[config.mk]
export PLATFORM = sky130hd
export DESIGN_NAME = regfile_rename_flat
export DESIGN_NICKNAME = d
export VERILOG_FILES = /design/src/rtl/regfile_rename_pkg.sv /design/src/rtl/regfile_rename_if.sv /design/src/rtl/regfile_rename_read_port.sv /design/src/rtl/regfile_rename.sv /design/src/flat_wrapper.sv
export SDC_FILE = /design/constraint.sdc
export NUM_CORES = 2
export LEC_CHECK = 0
export CAP_MARGIN = 30
export CORE_UTILIZATION = 30
export DETAILED_ROUTE_END_ITERATION = 12
export SETUP_SLACK_MARGIN = 0.02
export SLEW_MARGIN = 10
export SYNTH_ARGS = -nofsm -noshare
export SYNTH_HDL_FRONTEND = slang
export SYNTH_SLANG_ARGS = --single-unit
[constraint.sdc]
create_clock -name clk_in -period 5.38 [get_ports clk_in]
set_input_delay 0.807 -clock clk_in [delete_from_list [all_inputs] [get_ports clk_in]]
set_output_delay 0.807 -clock clk_in [all_outputs]
set_load 0.05 [all_outputs]
[src/rtl/regfile_rename_pkg.sv]
`default_nettype none
// ============================================================================
//  Module   : regfile_rename_pkg
//  Purpose  : Shared constants for the rename-tracking register file:
//             default geometry (register count, data/ROB widths, port counts)
//             and the hardwired zero-register index.
//  Ports    : none (package)
//  Options  : none
//  Revision : 1.0 - initial release
// ============================================================================
package regfile_rename_pkg;

    // Default geometry, shared by the top level and its bus interface.
    localparam int DEF_NUM_REGS   = 32;
    localparam int DEF_DATA_WIDTH = 32;
    localparam int DEF_ROB_WIDTH  = 4;
    localparam int DEF_NUM_READ   = 2;
    localparam int DEF_NUM_RENAME = 1;
    localparam int DEF_NUM_COMMIT = 1;

    // Architectural register 0 reads as zero and is never renamed.
    localparam int REG_ZERO = 0;

endpackage : regfile_rename_pkg
`default_nettype wire

[src/rtl/regfile_rename_if.sv]
`default_nettype none
// ============================================================================
//  Module   : regfile_rename_if
//  Purpose  : Bus bundle between decoder/ROB (master) and the rename register
//             file (slave).
//  Ports    : rename  : from_decoder_write_enabled / _reg_id / _rob_id
//             commit  : from_rob_write_enabled / _reg_id / _rob_id / _data
//             read    : rd_addr -> to_decoder_data / _busy / _rob_id
//             All multi-channel fields are flattened, channel 0 in the LSBs.
//  Options  : none
//  Revision : 1.0 - initial release
// ============================================================================
interface regfile_rename_if
    import regfile_rename_pkg::*;
#(
    parameter int NUM_REGS   = DEF_NUM_REGS,
    parameter int DATA_WIDTH = DEF_DATA_WIDTH,
    parameter int ROB_WIDTH  = DEF_ROB_WIDTH,
    parameter int NUM_READ   = DEF_NUM_READ,
    parameter int NUM_RENAME = DEF_NUM_RENAME,
    parameter int NUM_COMMIT = DEF_NUM_COMMIT
);
    localparam int RAW = $clog2(NUM_REGS);

    logic [NUM_RENAME-1:0]            from_decoder_write_enabled;
    logic [NUM_RENAME*RAW-1:0]        from_decoder_reg_id;
    logic [NUM_RENAME*ROB_WIDTH-1:0]  from_decoder_rob_id;

    logic [NUM_COMMIT-1:0]            from_rob_write_enabled;
    logic [NUM_COMMIT*RAW-1:0]        from_rob_reg_id;
    logic [NUM_COMMIT*ROB_WIDTH-1:0]  from_rob_rob_id;
    logic [NUM_COMMIT*DATA_WIDTH-1:0] from_rob_data;

    logic [NUM_READ*RAW-1:0]          rd_addr;
    logic [NUM_READ*DATA_WIDTH-1:0]   to_decoder_data;
    logic [NUM_READ-1:0]              to_decoder_busy;
    logic [NUM_READ*ROB_WIDTH-1:0]    to_decoder_rob_id;

    modport master (
        output from_decoder_write_enabled, from_decoder_reg_id, from_decoder_rob_id,
        output from_rob_write_enabled, from_rob_reg_id, from_rob_rob_id, from_rob_data,
        output rd_addr,
        input  to_decoder_data, to_decoder_busy, to_decoder_rob_id
    );

    modport slave (
        input  from_decoder_write_enabled, from_decoder_reg_id, from_decoder_rob_id,
        input  from_rob_write_enabled, from_rob_reg_id, from_rob_rob_id, from_rob_data,
        input  rd_addr,
        output to_decoder_data, to_decoder_busy, to_decoder_rob_id
    );

endinterface : regfile_rename_if
`default_nettype wire

[src/rtl/regfile_rename_read_port.sv]
`default_nettype none
// ============================================================================
//  Module   : regfile_read_port
//  Purpose  : One combinational decoder read port of the rename register file:
//             indexed read of data/busy/tag, plus an optional same-cycle
//             commit bypass.
//  Ports    : rd_addr_i            source register
//             data_q_i/busy_q_i/tag_q_i  registered file state
//             commit_*_i           same-cycle commit channels (bypass only)
//             data_o/busy_o/rob_id_o     read result
//  Options  : REGFILE_BYPASS_EN - forward same-cycle commit data to the read
//  Revision : 1.0 - initial release
// ============================================================================
module regfile_read_port
    import regfile_rename_pkg::*;
#(
    parameter int NUM_REGS   = DEF_NUM_REGS,
    parameter int DATA_WIDTH = DEF_DATA_WIDTH,
    parameter int ROB_WIDTH  = DEF_ROB_WIDTH,
    parameter int NUM_COMMIT = DEF_NUM_COMMIT,
    parameter int RAW        = $clog2(NUM_REGS)
) (
    input  wire logic [RAW-1:0]             rd_addr_i,
    input  wire logic [DATA_WIDTH-1:0]      data_q_i [NUM_REGS],
    input  wire logic [NUM_REGS-1:0]        busy_q_i,
    input  wire logic [ROB_WIDTH-1:0]       tag_q_i  [NUM_REGS],
`ifdef REGFILE_BYPASS_EN
    input  wire logic [NUM_COMMIT-1:0]            commit_valid_i,
    input  wire logic [NUM_COMMIT*RAW-1:0]        commit_reg_i,
    input  wire logic [NUM_COMMIT*ROB_WIDTH-1:0]  commit_tag_i,
    input  wire logic [NUM_COMMIT*DATA_WIDTH-1:0] commit_data_i,
`endif
    output logic      [DATA_WIDTH-1:0]      data_o,
    output logic                            busy_o,
    output logic      [ROB_WIDTH-1:0]       rob_id_o
);

    always_comb begin
        data_o   = data_q_i[rd_addr_i];
        busy_o   = busy_q_i[rd_addr_i];
        rob_id_o = tag_q_i[rd_addr_i];
`ifdef REGFILE_BYPASS_EN
        // Ascending scan: the youngest (highest) matching commit channel wins.
        // Busy is re-derived from the stored state each hit, so only the
        // surviving channel's tag decides whether the entry reads as ready.
        for (int c = 0; c < NUM_COMMIT; c++) begin
            if (commit_valid_i[c] && rd_addr_i != RAW'(REG_ZERO) &&
                commit_reg_i[c*RAW +: RAW] == rd_addr_i) begin
                data_o = commit_data_i[c*DATA_WIDTH +: DATA_WIDTH];
                busy_o = busy_q_i[rd_addr_i] &&
                         (tag_q_i[rd_addr_i] != commit_tag_i[c*ROB_WIDTH +: ROB_WIDTH]);
            end
        end
`endif
    end

endmodule : regfile_read_port
`default_nettype wire

[src/rtl/regfile_rename.sv]
`default_nettype none
// ============================================================================
//  Module   : regfile_rename
//  Purpose  : Architectural register file with per-register busy bit and
//             rename tag. Decoder renames destinations, ROB commits results
//             with a tag-checked busy clear, flush drops all pending renames.
//  Ports    : clk_in       system clock
//             rst_in       asynchronous active-low reset
//             flush_input  misprediction flush (clears every busy bit)
//             bus          regfile_rename_if.slave (rename/commit/read)
//  Options  : REGFILE_BYPASS_EN - same-cycle commit-to-read forwarding
//  Revision : 1.0 - initial release
// ============================================================================
module regfile_rename
    import regfile_rename_pkg::*;
#(
    parameter int NUM_REGS   = DEF_NUM_REGS,
    parameter int DATA_WIDTH = DEF_DATA_WIDTH,
    parameter int ROB_WIDTH  = DEF_ROB_WIDTH,
    parameter int NUM_READ   = DEF_NUM_READ,
    parameter int NUM_RENAME = DEF_NUM_RENAME,
    parameter int NUM_COMMIT = DEF_NUM_COMMIT
) (
    input  wire logic       clk_in,
    input  wire logic       rst_in,
    input  wire logic       flush_input,
    regfile_rename_if.slave bus
);

    localparam int RAW = $clog2(NUM_REGS);

    logic [DATA_WIDTH-1:0] data_q [NUM_REGS];
    logic [DATA_WIDTH-1:0] data_d [NUM_REGS];
    logic [NUM_REGS-1:0]   busy_q;
    logic [NUM_REGS-1:0]   busy_d;
    logic [ROB_WIDTH-1:0]  tag_q  [NUM_REGS];
    logic [ROB_WIDTH-1:0]  tag_d  [NUM_REGS];

    logic [NUM_REGS-1:0]   clr;
    logic [RAW-1:0]        creg;
    logic [RAW-1:0]        rreg;

    always_comb begin
        data_d = data_q;
        tag_d  = tag_q;
        clr    = '0;
        creg   = '0;
        rreg   = '0;

        // Commits: data always lands (youngest channel last, so it wins).
        // The clear decision is overwritten per channel as well, so only the
        // youngest commit to a register gets to compare its tag.
        for (int c = 0; c < NUM_COMMIT; c++) begin
            creg = bus.from_rob_reg_id[c*RAW +: RAW];
            if (bus.from_rob_write_enabled[c] && creg != RAW'(REG_ZERO)) begin
                data_d[creg] = bus.from_rob_data[c*DATA_WIDTH +: DATA_WIDTH];
                clr[creg]    = busy_q[creg] &&
                               (tag_q[creg] == bus.from_rob_rob_id[c*ROB_WIDTH +: ROB_WIDTH]);
            end
        end
        busy_d = busy_q & ~clr;

        // Renames are applied after the clear so they take priority over it.
        // Flush discards them entirely (tags stay stale, busy decides).
        if (flush_input) begin
            busy_d = '0;
        end else begin
            for (int r = 0; r < NUM_RENAME; r++) begin
                rreg = bus.from_decoder_reg_id[r*RAW +: RAW];
                if (bus.from_decoder_write_enabled[r] && rreg != RAW'(REG_ZERO)) begin
                    busy_d[rreg] = 1'b1;
                    tag_d[rreg]  = bus.from_decoder_rob_id[r*ROB_WIDTH +: ROB_WIDTH];
                end
            end
        end
    end

    always_ff @(posedge clk_in or negedge rst_in) begin
        if (!rst_in) begin
            for (int i = 0; i < NUM_REGS; i++) begin
                data_q[i] <= '0;
                tag_q[i]  <= '0;
            end
            busy_q <= '0;
        end else begin
            data_q <= data_d;
            tag_q  <= tag_d;
            busy_q <= busy_d;
        end
    end

    for (genvar p = 0; p < NUM_READ; p++) begin : g_read
        regfile_read_port #(
            .NUM_REGS   (NUM_REGS),
            .DATA_WIDTH (DATA_WIDTH),
            .ROB_WIDTH  (ROB_WIDTH),
            .NUM_COMMIT (NUM_COMMIT),
            .RAW        (RAW)
        ) u_read_port (
            .rd_addr_i      (bus.rd_addr[p*RAW +: RAW]),
            .data_q_i       (data_q),
            .busy_q_i       (busy_q),
            .tag_q_i        (tag_q),
`ifdef REGFILE_BYPASS_EN
            .commit_valid_i (bus.from_rob_write_enabled),
            .commit_reg_i   (bus.from_rob_reg_id),
            .commit_tag_i   (bus.from_rob_rob_id),
            .commit_data_i  (bus.from_rob_data),
`endif
            .data_o         (bus.to_decoder_data[p*DATA_WIDTH +: DATA_WIDTH]),
            .busy_o         (bus.to_decoder_busy[p]),
            .rob_id_o       (bus.to_decoder_rob_id[p*ROB_WIDTH +: ROB_WIDTH])
        );
    end

endmodule : regfile_rename
`default_nettype wire

[src/flat_wrapper.sv]
// flat-port wrapper written by rule: the top's interface ports become plain ports
module regfile_rename_flat import regfile_rename_pkg::*;
#(
    parameter int NUM_REGS   = DEF_NUM_REGS,
    parameter int DATA_WIDTH = DEF_DATA_WIDTH,
    parameter int ROB_WIDTH  = DEF_ROB_WIDTH,
    parameter int NUM_READ   = DEF_NUM_READ,
    parameter int NUM_RENAME = DEF_NUM_RENAME,
    parameter int NUM_COMMIT = DEF_NUM_COMMIT
)
  (clk_in, rst_in, flush_input, bus_from_decoder_write_enabled, bus_from_decoder_reg_id, bus_from_decoder_rob_id, bus_from_rob_write_enabled, bus_from_rob_reg_id, bus_from_rob_rob_id, bus_from_rob_data, bus_rd_addr, bus_to_decoder_data, bus_to_decoder_busy, bus_to_decoder_rob_id);
  regfile_rename_if #(.NUM_REGS(NUM_REGS), .DATA_WIDTH(DATA_WIDTH), .ROB_WIDTH(ROB_WIDTH), .NUM_READ(NUM_READ), .NUM_RENAME(NUM_RENAME), .NUM_COMMIT(NUM_COMMIT)) bus_i ();
  input  wire logic clk_in;
  input  wire logic rst_in;
  input  wire logic flush_input;
  input wire logic [$bits(bus_i.from_decoder_write_enabled)-1:0] bus_from_decoder_write_enabled;
  input wire logic [$bits(bus_i.from_decoder_reg_id)-1:0] bus_from_decoder_reg_id;
  input wire logic [$bits(bus_i.from_decoder_rob_id)-1:0] bus_from_decoder_rob_id;
  input wire logic [$bits(bus_i.from_rob_write_enabled)-1:0] bus_from_rob_write_enabled;
  input wire logic [$bits(bus_i.from_rob_reg_id)-1:0] bus_from_rob_reg_id;
  input wire logic [$bits(bus_i.from_rob_rob_id)-1:0] bus_from_rob_rob_id;
  input wire logic [$bits(bus_i.from_rob_data)-1:0] bus_from_rob_data;
  input wire logic [$bits(bus_i.rd_addr)-1:0] bus_rd_addr;
  output wire logic [$bits(bus_i.to_decoder_data)-1:0] bus_to_decoder_data;
  output wire logic [$bits(bus_i.to_decoder_busy)-1:0] bus_to_decoder_busy;
  output wire logic [$bits(bus_i.to_decoder_rob_id)-1:0] bus_to_decoder_rob_id;
  assign bus_i.from_decoder_write_enabled = bus_from_decoder_write_enabled;
  assign bus_i.from_decoder_reg_id = bus_from_decoder_reg_id;
  assign bus_i.from_decoder_rob_id = bus_from_decoder_rob_id;
  assign bus_i.from_rob_write_enabled = bus_from_rob_write_enabled;
  assign bus_i.from_rob_reg_id = bus_from_rob_reg_id;
  assign bus_i.from_rob_rob_id = bus_from_rob_rob_id;
  assign bus_i.from_rob_data = bus_from_rob_data;
  assign bus_i.rd_addr = bus_rd_addr;
  assign bus_to_decoder_data = bus_i.to_decoder_data;
  assign bus_to_decoder_busy = bus_i.to_decoder_busy;
  assign bus_to_decoder_rob_id = bus_i.to_decoder_rob_id;
  regfile_rename #(.NUM_REGS(NUM_REGS), .DATA_WIDTH(DATA_WIDTH), .ROB_WIDTH(ROB_WIDTH), .NUM_READ(NUM_READ), .NUM_RENAME(NUM_RENAME), .NUM_COMMIT(NUM_COMMIT)) u_core (.clk_in(clk_in), .rst_in(rst_in), .flush_input(flush_input), .bus(bus_i));
endmodule
Yosys cells after proc, flatten, opt, wreduce, memory -nomap -nowiden
Cells that the tools add are included.
{ "word_totals": {"reg_bits": 1184, "wordCells": 131} }
{ "op_classes": {"magnitude_cmp": 12, "eq_ne": 1, "muxes": 34, "n_bitwise": 9, "reduce_logical": 10} }
{ "op_table": {"columns": ["operator", "n"], "rows": [
  ["1024-bit bitwise mux", 1],
  ["32-bit binary-select mux with 5-bit select", 2],
  ["32-bit two-way mux", 8],
  ["32-bit demux with 5-bit select", 1],
  ["128-bit bitwise mux", 1],
  ["32-bit bitwise AND", 2],
  ["4-bit binary-select mux with 5-bit select", 3],
  ["32-bit inverter", 1],
  ["32-bit bitwise OR", 1],
  ["4-bit two-way mux", 7],
  ["6-bit >= comparator, second input constant", 4],
  ["5-bit by 6-bit < comparator with 1-bit output, second input constant", 4],
  ["5-bit inverter with 6-bit output", 4],
  ["4-bit demux with 5-bit select", 1],
  ["1-bit binary-select mux with 5-bit select", 3],
  ["6-bit by 1-bit < comparator with 1-bit output, second input constant", 2],
  ["1-bit demux with 5-bit select", 2],
  ["5-bit by 1-bit >= comparator with 1-bit output, second input constant", 2],
  ["5-bit nonzero test", 2],
  ["1-bit logical AND", 7],
  ["1-bit two-way mux", 5],
  ["4-bit == test", 1],
  ["2-bit AND reduction", 1],
  ["1-bit inverter", 1]
]} }

Depth between registers and ports, before layout
{ "logic_depth": {"depth_word": 13, "depth_mapped": 11} }

Modules after synthesis
Synthesis repeated with hierarchy kept, for this count alone.
{ "hier_totals": {"cells_unflattened": 5600, "hier_area_um2": 66386.2} }
{ "modules_own_cells": {"columns": ["mod", "n_inst", "cells_per_inst", "area_per_inst_um2"], "rows": [
  ["regfile_rename", 1, 2924, 45746.4],
  ["regfile_read_port", 2, 1338, 10319.9]
]} }

Worst setup path before layout
Ideal clock, no wire load.
{ "synth_path": {"path_kind": "in2out", "from": "in bus_rd_addr[5]", "to": "out bus_to_decoder_busy[1]", "t_arrival_ps": 3293, "t_required_ps": 4573, "slack_ps": 1280, "path_stages": 7, "cell_sequence": "clkbuf_1 > buf_2 > buf_1 > mux4_2 > mux4_2 > mux2_2 > buf_4"} }
{ "synth_between": {"elab_chain_cells": 2} }
{ "synth_lines": {"columns": ["element", "line_no", "text"], "rows": [
  ["start: declaration", "flat_wrapper.sv:23", "input wire logic [$bits(bus_i.rd_addr)-1:0] bus_rd_addr;"],
  ["1-bit binary-select mux with 5-bit select", "regfile_rename_read_port.sv:40", "busy_o = busy_q_i[rd_addr_i];"],
  ["1-bit two-way mux (not written as such)", "regfile_rename_read_port.sv:40", null],
  ["end: declaration", "flat_wrapper.sv:25", "output wire logic [$bits(bus_i.to_decoder_busy)-1:0] bus_to_decoder_busy;"]
]} }
No other way between the ends. The select of a mux whose other input is x is not followed.

Final worst setup path
{ "layout_path": {"from": "in bus_rd_addr[5]", "to": "out bus_to_decoder_data[52]"} }
{ "layout_between": {"elab_chain_cells": 4} }
{ "layout_lines": {"columns": ["element", "line_no", "text"], "rows": [
  ["5-bit inverter with 6-bit output (not written as such)", "regfile_rename_read_port.sv:39", "data_o = data_q_i[rd_addr_i];"],
  ["32-bit binary-select mux with 5-bit select", "regfile_rename_read_port.sv:39", null],
  ["32-bit two-way mux (not written as such) (2 in a row)", "regfile_rename_read_port.sv:39", null],
  ["end: declaration", "flat_wrapper.sv:24", "output wire logic [$bits(bus_i.to_decoder_data)-1:0] bus_to_decoder_data;"]
]} }
No other way between the ends. The select of a mux whose other input is x is not followed.

==> flow_summary.json <==
{
  "synth.avg_cell_area_um2": 16.4,
  "yosysWarnings": 0,
  "post-cts-setup-buffer-count": 0,
  "synth-main-ff-cell": "dfrtp_1",
  "drive_gt1_share_pct": 60.6,
  "pwr-share-clk_pct": 35.9,
  "syn-cell-area_um2": 64000,
  "placementRows": 169,
  "grt_max_degree": 168,
  "arrival_ns": 3.75,
  "cts_buffers": 137,
  "intPower_w": 0.0201,
  "globalRouteMet1Util_pct": 25.4,
  "top_usage_layer": "met2",
  "crit_fanout": 30,
  "dpl.hpwl_um": 118000,
  "synthesis.nets": 3972,
  "grt_use_total_pct": 18.6,
  "async_flop_share_pct": 100,
  "crit_path_cell_trace": "buf_8, buf_12, buf_12, mux4_2, mux4_2, mux2_2, clkdlybuf4s50_1",
  "area_delta_synth_final_pct": 16.2,
  "first_pass_iters": 11,
  "rsz0062_at_grt": "no",
  "multi_input_area_um2": 32700,
  "hold_viol_final": 0,
  "yosysSeqAreaShare_pct": 46.3,
  "netlist_instances": 3907,
  "yosysMostFrequentCell": "mux2_2",
  "synth_common_cells": "1,199 x mux2_2, 1,184 x dfrtp_1, 750 x mux4_2",
  "wl_per_cell_um": 29.1,
  "cpMaxStageDelayCell": "clkdlybuf4s50_1",
  "grt_pass1_wl_um": 293000,
  "hold-path-cell-count": 0,
  "seq_power_share_pct": 42.1,
  "switchingPower_w": 0.00756,
  "slew_viol_final": 0,
  "cts_sinks": 1184,
  "path_buf_inv": 4,
  "worst_hold_path.endpoint": "u_core.data_q[1011]",
  "p_total_w": 0.0277,
  "grt_overflow": 0,
  "fmax_mhz": 219,
  "nets": 3991,
  "drv_cap": 0,
  "setup_tns_ns": 0,
  "die-area_um2": 215000,
  "viasPerCell": 5.63,
  "synth_edf_count": 0,
  "layout.area.seq_um2": 29600,
  "synth_seq_cells": 1184,
  "comb_power_share_pct": 21.9,
  "p_sw_share_pct": 27.3,
  "drt-total-wl_um": 199000,
  "antenna_found_initial": 16,
  "crit-reg2reg-launch": "u_core.busy_q[27]",
  "setup.worst_path.start_class": "primary input",
  "p_leak_nw": 30.8,
  "final_antenna_net_count": 0,
  "drtIter0Drc": 3305,
  "setup.worst_path.start": "bus_rd_addr[5]",
  "core_um2": 212000,
  "synthTopCellsByArea": "dfrtp_1 46%, mux4_2 26%, mux2_2 21%",
  "worstSetupPathType": "in -> out",
  "cp_top_family": "buffers and inverters",
  "cts_buffer_depth": 3,
  "tightest_slew_ns": 1.06,
  "vias": 38600,
  "use_met3_pct": 3.88,
  "r2r.worst_path.cells": 8,
  "min-delay-start": "u_core.data_q[1011]",
  "yosys.area.top_type": "dfrtp_1",
  "nFillCells": 20000,
  "gr-usage-met2_pct": 29.1,
  "maxSlewHeadroom_pct": 28.8,
  "ioPinCount": 139,
  "synthDistinctLibCells": 58,
  "drc_errors": 48,
  "hold_class": "reg -> reg",
  "fin_worst_skew_ns": 0.0317,
  "setup_viol_count_final": 0,
  "fin_crit_ns": 4.56,
  "die_h_um": 464,
  "cp_slowest_stage_delay_ns": 0.71,
  "ir_drop_uv": 348,
  "clock_latency_ns": 0.78,
  "die_x_um": 464,
  "initial_core_util_pct": 30.2,
  "violations": "design-rule violations",
  "cp-end-kind": "output pin",
  "required_ns": 4.57,
  "gp_congestion": 0.843,
  "rrSetupSlack_ns": 2.46,
  "status": "complete, but fails checks",
  "reg2reg_to": "u_core.busy_q[14]",
  "clk_pin_slew_ns": 0.06,
  "yosysTopAreaCellShare_pct": 46.3,
  "finalCritPeriodShare_pct": 84.8,
  "port_buffers": 138,
  "first_global_vias": 40200,
  "cts_tree": "built",
  "htreeDepth": 4,
  "cts_root_buf": "clkbuf_16",
  "cellPowerDensity_nw_per_um2": 372
}
[state kept, by name (all words and copies together) (netlist names)]
signal,flops
u_core.busy_q,32
u_core.tag_q,128
u_core.data_q,1024
[power groups by stage]
| stage | logic, W | registers, W | clock network (W) |
|---|---|---|---|
| floorplan | 0.00458 | 0.0114 | 0 |
| detailed placement | 0.00608 | 0.0118 | 0 |
| global placement | 0.00597 | 0.0117 | 0 |
| global route | 0.00644 | 0.0119 | 0.0105 |
| finish | 0.00607 | 0.0117 | 0.00995 |
| CTS | 0.00610 | 0.0116 | 0.0102 |
[through the flow]
| stage | instances | util (%) | hold WS (ns) | instance area [um2] | setup slack [ns] |
|---|---|---|---|---|---|
| after floorplan | 3907 | - | 0.441 | 64000 | 1.28 |
| after global placement | 6560 | 32.5 | 0.376 | 68900 | 0.733 |
| after detailed placement | 6574 | 32.6 | 0.383 | 69100 | 0.724 |
| after CTS | 6813 | 34.8 | 0.395 | 73800 | 0.814 |
| final | 6851 | 35.1 | 0.392 | 74300 | 0.819 |
| after global routing | 6848 | 35.1 | 0.406 | 74300 | 0.737 |
[logic make-up (layout without fill, tap and decap cells)]
| kind of cell | count (synthesis) | after routing | share of synthesized area, % |
|---|---|---|---|
| AOI/OAI and AO/OA | 107 | 107 | 1.12 |
| xor gates and xnor gates | 3 | 3 | 0.0411 |
| buffers and inverters | 467 | 585 | 2.99 |
| DFF | 1184 | 1184 | 46.3 |
| muxes | 2000 | 2000 | 48.3 |
| other | 0 | 5 | 0 |
| and+or+nand+nor | 146 | 146 | 1.22 |
[worst reg2reg max path, cell delays in order, from the launching register on]
cell	delay (ns)
dfrtp_1	0.38
mux2i_1	0.12
a221oi_2	0.31
a21oi_1	0.09
a2111oi_1	0.76
o21ai_1	0.24
nor4_4	0.29
buf_4	0.39
a31oi_1	0.17
[cells in the final DEF (no fill, tap or decap), types with 20 or more instances in the layout]
cell type / n
mux2_2: 1199
dfrtp_1: 1184
mux4_2: 750
clkbuf_16: 144
buf_4: 144
clkdlybuf4s50_1: 91
mux2i_1: 48
buf_12: 48
buf_8: 38
nand2_1: 31
clkbuf_1: 29
a21oi_1: 27
clkbuf_8: 26
a31oi_1: 24
nor2_4: 23
a22oi_1: 20
[layout make-up]
type,instances,share of cell area (%)
Tap cell,2821,4.75
Clock buffer,197,5.44
Sequential cell,1184,39.9
Clock inverter,41,0.959
Multi-Input combinational cell,2256,43.9
Antenna cell,5,0.0168
Timing Repair Buffer,333,4.98
Inverter,14,0.0707
[repair_timing]
action | CTS | global route
endpoints found under the hold margin | 18 | 0
gates resized for setup | 0 | 0
hold buffers | 1 | 0
[how the worst max path moves through the flow]
stage               cells past startpoint                 endpoint
global route                            7  bus_to_decoder_data[52]
CTS                                     7  bus_to_decoder_data[52]
global placement                       10        u_core.busy_q[15]
finish                                  7  bus_to_decoder_data[52]
detailed placement                     10        u_core.busy_q[18]
floorplan                               7   bus_to_decoder_busy[1]
[layer usage]
metal  vias to the layer above  wire [um]
met4                        14       6840
met1                     21400      84700
li1                      15500          -
met3                       346      13600
met5                         -         87
met2                      1350      94200
(Power assumes the default switching activity.)
